File: src/rtl/riscv_pkg.sv
`default_nettype none
// ============================================================================
//  Module      : riscv_pkg
//  Description : Shared RISC-V core constants and the commit-trace record type.
//  Revision    : 1.0 - initial release
// ============================================================================
package riscv_pkg;

    localparam int XLEN         = 32;
    localparam int TRACE_DROP_W = 16;

    typedef struct packed {
        logic [XLEN-1:0] pc;
        logic [XLEN-1:0] instr;
        logic [4:0]      rd;
        logic [XLEN-1:0] rd_data;
        logic [31:0]     seq;
    } commit_rec_t;

endpackage : riscv_pkg
`default_nettype wire

File: src/rtl/trace_fifo_ram.sv
`default_nettype none
// ============================================================================
//  Module      : trace_fifo_ram
//  Description : DEPTH x WIDTH register array, one write port, one async read.
//  Revision    : 1.0 - initial release
// ============================================================================
module trace_fifo_ram #(
    parameter int DEPTH = 16,
    parameter int WIDTH = 8,
    parameter int AW    = $clog2(DEPTH)
) (
    input  logic             clk,
    input  logic             i_we,
    input  logic [AW-1:0]    i_waddr,
    input  logic [WIDTH-1:0] i_wdata,
    input  logic [AW-1:0]    i_raddr,
    output logic [WIDTH-1:0] o_rdata
);

    // Storage is deliberately left unreset; pointers alone define validity.
    logic [WIDTH-1:0] r_mem [DEPTH];

    always_ff @(posedge clk) begin
        if (i_we) begin
            r_mem[i_waddr] <= i_wdata;
        end
    end

    assign o_rdata = r_mem[i_raddr];

endmodule : trace_fifo_ram
`default_nettype wire

File: src/rtl/commit_trace_fifo.sv
`default_nettype none
// ============================================================================
//  Module      : commit_trace_fifo
//  Description : Captures retired instructions into a drop-on-overflow FWFT
//                FIFO with sequence tags. Option: COMMIT_TRACE_X0_FILTER_EN
//                zeroes rd_data for records whose destination is x0.
//  Revision    : 1.0 - initial release
// ============================================================================
module commit_trace_fifo
    import riscv_pkg::*;
#(
    parameter int DEPTH = 16,
    parameter int SEQ_W = 32
) (
    input  logic                         clk_i,
    input  logic                         rst_i,
    input  logic                         update_i,
    input  logic [XLEN-1:0]              pc_i,
    input  logic [XLEN-1:0]              instr_i,
    input  logic [4:0]                   reg_addr_i,
    input  logic [XLEN-1:0]              reg_data_i,
    output logic                         trace_valid_o,
    input  logic                         trace_ready_i,
    output commit_rec_t                  trace_rec_o,
    output logic [$clog2(DEPTH+1)-1:0]   level_o,
    output logic [TRACE_DROP_W-1:0]      drop_cnt_o,
    output logic                         overflow_o
);

    localparam int AW = $clog2(DEPTH);
    localparam int LW = $clog2(DEPTH+1);
    localparam int RW = $bits(commit_rec_t);

    logic [AW:0]             r_wptr;
    logic [AW:0]             r_rptr;
    logic [SEQ_W-1:0]        r_seq;
    logic [TRACE_DROP_W-1:0] r_drop_cnt;
    logic                    r_overflow;

    logic [AW:0]             w_level;
    logic                    w_empty;
    logic                    w_full;
    logic                    w_pop;
    logic                    w_push;
    logic                    w_drop;
    logic [XLEN-1:0]         w_rd_data;
    commit_rec_t             w_rec_in;
    logic [RW-1:0]           w_rec_out;

    // Extra pointer MSB lets the difference reach DEPTH without aliasing to 0.
    assign w_level = r_wptr - r_rptr;
    assign w_empty = (w_level == '0);
    assign w_full  = (w_level == (AW+1)'(DEPTH));
    assign w_pop   = !w_empty && trace_ready_i;
    assign w_push  = update_i && (!w_full || w_pop);
    assign w_drop  = update_i && w_full && !w_pop;

`ifdef COMMIT_TRACE_X0_FILTER_EN
    assign w_rd_data = (reg_addr_i == 5'd0) ? '0 : reg_data_i;
`else
    assign w_rd_data = reg_data_i;
`endif

    always_comb begin
        w_rec_in         = '0;
        w_rec_in.pc      = pc_i;
        w_rec_in.instr   = instr_i;
        w_rec_in.rd      = reg_addr_i;
        w_rec_in.rd_data = w_rd_data;
        w_rec_in.seq     = 32'(r_seq);
    end

    trace_fifo_ram #(
        .DEPTH (DEPTH),
        .WIDTH (RW)
    ) u_ram (
        .clk     (clk_i),
        .i_we    (w_push && !rst_i),
        .i_waddr (r_wptr[AW-1:0]),
        .i_wdata (w_rec_in),
        .i_raddr (r_rptr[AW-1:0]),
        .o_rdata (w_rec_out)
    );

    always_ff @(posedge clk_i) begin
        if (rst_i) begin
            r_wptr     <= '0;
            r_rptr     <= '0;
            r_seq      <= '0;
            r_drop_cnt <= '0;
            r_overflow <= 1'b0;
        end else begin
            if (w_push) begin
                r_wptr <= r_wptr + 1'b1;
            end
            if (w_pop) begin
                r_rptr <= r_rptr + 1'b1;
            end
            // Every retire consumes a sequence number so drops leave gaps.
            if (update_i) begin
                r_seq <= r_seq + 1'b1;
            end
            if (w_drop) begin
                if (r_drop_cnt != '1) begin
                    r_drop_cnt <= r_drop_cnt + 1'b1;
                end
                r_overflow <= 1'b1;
            end
        end
    end

    assign trace_valid_o = !w_empty;
    assign trace_rec_o   = commit_rec_t'(w_rec_out);
    assign level_o       = LW'(w_level);
    assign drop_cnt_o    = r_drop_cnt;
    assign overflow_o    = r_overflow;

endmodule : commit_trace_fifo
`default_nettype wire

File: config.mk
export PLATFORM = sky130hd
export DESIGN_NAME = commit_trace_fifo
export DESIGN_NICKNAME = d
export VERILOG_FILES = /design/src/rtl/riscv_pkg.sv /design/src/rtl/trace_fifo_ram.sv /design/src/rtl/commit_trace_fifo.sv
export SDC_FILE = /design/constraint.sdc
export NUM_CORES = 2
export LEC_CHECK = 0
export CAP_MARGIN = 30
export CORE_ASPECT_RATIO = 1.5
export CORE_UTILIZATION = 60
export CTS_BUF_LIST = sky130_fd_sc_hd__clkbuf_8
export CTS_CLUSTER_SIZE = 28
export DETAILED_ROUTE_END_ITERATION = 10
export GPL_TIMING_DRIVEN = 0
export PLACE_DENSITY_LB_ADDON = 0.12
export SLEW_MARGIN = 0
export SYNTH_ARGS = -nofsm -noshare
export SYNTH_HDL_FRONTEND = slang
export SYNTH_SLANG_ARGS = --single-unit
File: constraint.sdc
create_clock -name clk_i -period 31.9 [get_ports clk_i]
set_input_delay 7.975 -clock clk_i [delete_from_list [all_inputs] [get_ports clk_i]]
set_output_delay 7.975 -clock clk_i [all_outputs]
set_load 0.02 [all_outputs]
Yosys cells after proc, flatten, opt, wreduce, memory -nomap -nowiden
Memory sizes are Yosys's and may differ from the RTL's. A register that Yosys moved wholly into a read port is not among the register bits.
Cells that the tools add are included.
Widths: inputs -> output; s select.

operators by class
  add/sub/neg operators = 5
  equal/unequal tests = 2
  multiplexer cells = 4
  reductions and logical operators = 12

operator list
  cell                   count
  $add 32x1->32 const B  1
  $add 16x1->16 const B  1
  $ne 16x16->1 const B   1
  $add 5x1->5 const B    2
  $mux 4                 2
  $eq 5x5->1 const B     1
  $logic_and 1x1->1      5
  $logic_not 5->1        1
  $sub 5x5->5            1
  $logic_not 1->1        4
  $mux 1                 2
  $reduce_and 2->1       1
  $logic_or 1x1->1       1

word-level totals
  register bits after elaboration = 59
  bits in writable memories = 2128
  output and inout bits = 156
  word-level logic and storage cells = 29
  memories = 1

memory list
  memory       depth  width  rd ports  clocked after Yosys merged registers in  write ports  line                  RTL
  u_ram.r_mem  16     133    1         1                                        1            trace_fifo_ram.sv:21  logic [WIDTH-1:0] r_mem [DEPTH];

Logic depth before layout (Yosys ltp)
  word-level depth = 9
  gate-level depth with buffers = 11

Hierarchy
From an unflattened synthesis, not the netlist that was laid out.

unflattened totals
  cell total of the unflattened synthesis = 3703
  area, all modules = 82885.7 um^2

modules (own cells, without submodules)
  module             times used  cells each  area an instance (um^2)  seq. area each (um^2)
  trace_fifo_ram     1           3350        79978.0                  63901.3
  commit_trace_fifo  1           353         2907.8                   1181.1

Least setup slack after synthesis
OpenSTA, ideal clock, no wires.

  kind = input -> register
  from = input trace_ready_i
  to = memory u_ram.r_mem[3][0] (netlist bit), enable pin
  library setup time = 951 ps
  data arrival time = 21240 ps
  required time = 30949 ps
  slack = 9709 ps
  stages = 5
  buffers on the path = 1
  path through = nor2b_1 -> mux2i_1 -> o21ai_2 -> buf_2 -> nor4_1

on the way
  cells in the longest elaborated chain, start to end = 6

RTL lines
  item                          line                     RTL
  start, declared               commit_trace_fifo.sv:23  input logic trace_ready_i,
  $logic_and 1x1->1             commit_trace_fifo.sv:54  assign w_pop = !w_empty && trace_ready_i;
  $logic_or 1x1->1              commit_trace_fifo.sv:55  assign w_push = update_i && (!w_full || w_pop);
  $logic_and 1x1->1             commit_trace_fifo.sv:55
  $logic_and 1x1->1             commit_trace_fifo.sv:78  .i_we (w_push && !rst_i),
  $mux 1                        trace_fifo_ram.sv:24     if (i_we) begin
  $mux 1 (implied by the code)  trace_fifo_ram.sv:25     r_mem[i_waddr] <= i_wdata;
  end, declared                 trace_fifo_ram.sv:21

No other way between the ends.

==> results.cfg <==
[setup_path]
cpPeakStageDelay_ns = 0.71
crit_required_ns = 23.93
crit_slowest_cell = clkbuf_1
worstSetupEndpointType = output port
critPathKind = reg2out
reg2reg_setup_slack_ns = 26.88
cp_cell_sequence = clkbuf_1 > clkbuf_1 > buf_8 > clkbuf_1 > mux4_2 > mux4_2 > clkdlybuf4s50_1
cp_common_cell = clkbuf_1
cp-start-kind = flop
arrival_ns = 5.06
crit_fanout = 10

[power]
p_leak_nw = 30.7
p_per_area_nw_per_um2 = 69.0
max-vdd-ir-drop_v = 0.0000630

[sta]
slew_headroom = 0.294
finalHoldViolations = 0
finClkSkew_ns = 0.0311
maxSlewViolCount = 0
worstMarginPinSlew_ns = 1.06
grt_setup_unrepaired = false
setup_violations = 0
worst_slack_ns = 18.86
fin_crit_ns = 13.04
period_share = 0.409
max_freq_mhz = 76.7
holdWs_ns = 0.484

[clock_network]
cts_buffers = 320
post_cts_buffers = 0
cts_buffer_depth = 4
clk-insertion-delay-late_ns = 1.00
cts_sinks = 2191
cts_hold_buf = 0
cts_tree = built
clkTransAtPathRegs_ns = 0.06
htreeDepth = 5
cts_resized = 0
clock-root-buffer = clkbuf_8

[final_layout]
layout_common_cells = 2128 x edfxtp_1, 655 x mux4_2, 333 x clkbuf_8
area_growth_pct = 17.6
fillCellCount = 7885
final_common_cell = edfxtp_1
instances_no_fill = 6286
final_layout_size_suffix_gt1_frac = 0.331
fin_nets = 4409

[global_route]
grt_pass1_vias = 42800
grt_max_degree = 23
grt_first_pass_wirelength_um = 293000
track_usage = 0.299
overflow = 0
antenna_found_initial = 20

[drt]
wl_per_cell_um = 32.5
via_per_inst = 6.47
drc = 0
wl_um = 205000
first_pass_iters = 7
drtIter0Drc = 4929
antenna_left = 0
vias = 40700

[synth]
synth-async-reset-ratio = 0
ys_ff_latch = 2191
ys_seq_area_frac = 0.787
synthFlopType = edfxtp_1
syn_area_per_cell_sq_um = 24.8
ys_warn_count = 0
synth-edff-count = 2128
synthesis.nets = 3463
synth_area_leaders = edfxtp_1 77%, mux4_2 18%, dfxtp_1 1.5%, clkbuf_1 0.39%, buf_2 0.37%
yosysTopAreaCellShare = 0.772
post-synth-top-area-cell = edfxtp_1
netlist_instances = 3346
synth_cell_types = 47
netlist_area_sq_um = 82800

[placement]
place_congestion = 0.778
pre_cts_slack_ns = 19.94
port-buffer-count = 259
place_inst = 5730
place_hpwl_um = 141000

[floorplan]
placementRows = 166
io_pins = 261
die_h_um = 457
fp.coreArea_sq_um = 137000
die_w_um = 305
dieArea_sq_um = 140000
initial_core_util = 0.606

[hold_path]
hp-class = reg2reg

[run_status]
status = complete, no violations

[flow_run]
cap_viol_max_count = 0
[critical path, delay by kind of cell, from the launching register on]
family	cells	cell delay (ns)
buf+inv	5	2.72
flops	1	0.34
mux	2	0.98
[cell families (layout without fill, tap and decap cells)]
family	count (synthesis)	after routing	share of synthesized area
other	0	11	0
adders and majority gates	12	12	0.00190
xor gates and xnor gates	46	46	0.00496
buffers and inverters	177	1342	0.00937
AOI/OAI and AO/OA	45	45	0.00340
DFF	2191	2191	0.787
muxes	676	676	0.181
and+or+nand+nor	199	199	0.0126
[path summary, 6_finish.rpt]
kind / startpoint / to / cells past startpoint
max: flop / trace_rec_o[44] / 7
min: overflow_o$_SDFFE_PP0P_ / overflow_o$_SDFFE_PP0P_ / 2
max reg2reg: r_wptr[0]$_SDFFE_PP0P_ / u_ram.r_mem[1][66]$_DFFE_PP_ / 16
min reg2reg: overflow_o$_SDFFE_PP0P_ / overflow_o$_SDFFE_PP0P_ / 2
[power by group]
part | switching (mW) | leakage (nW) | internal [mW]
clock network | 1.01 | 3.23 | 1.05
logic | 0.768 | 7.90 | 0.696
registers | 0.0120 | 19.6 | 3.19
total | 1.79 | 30.7 | 4.93
[state kept, by name, summed over array words and instances (netlist names), named ones only]
name and count:
u_ram.r_mem 2128, r_seq 32, drop_cnt_o 16, r_rptr 5, r_wptr 5, overflow_o 1
[per-stage QoR]
stage / TNS (ns) / instance area, sq um / util / total power, mW
global route: 0 / 97400 / 0.712 / 6.93
CTS: 0 / 97300 / 0.712 / 6.77
detailed placement: 0 / 91600 / 0.670 / 4.73
global placement: -4731.49 / 87600 / 0.641 / 4.72
finish: 0 / 97400 / 0.713 / 6.72
floorplan: 0 / 82800 / - / 4.17
[cell usage after synthesis, types with 4 or more instances]
cell type and count:
nor2_1 65, o21ai_0 7, mux2i_1 15, nand2b_1 9, nor3_1 19, dfxtp_1 63
ha_1 11, xnor2_1 17, and3_1 7, nand3_1 16, a21oi_1 18, buf_1 14
mux4_2 655, nand2_1 21, clkbuf_1 85, nor2b_1 16, nor4_1 8, xor2_1 28
a211oi_1 10, or3_1 4, inv_1 9, buf_4 5, and4_1 8, edfxtp_1 2128
nand4_1 17, buf_2 62
[layout make-up]
cell class              count  area (sq um)  share of cell area
diodes                     11          27.5            0.000283
plain buffers             168           742             0.00762
clock buffers             332          4570              0.0469
clock inverters           209          1120              0.0116
inverters                   9          33.8            0.000347
multi-input cells         978         17000               0.174
flip-flops and latches   2191         65200               0.669
well taps                1764          2210              0.0227
repair buffers            624          6550              0.0673
[layer usage]
layer | track usage | routed length (um)
met1 | 0.391 | 73900
met5 | 0 | 142
met3 | 0.0709 | 19200
met2 | 0.498 | 104000
met4 | 0.103 | 6860
(Power assumes the default switching activity.)
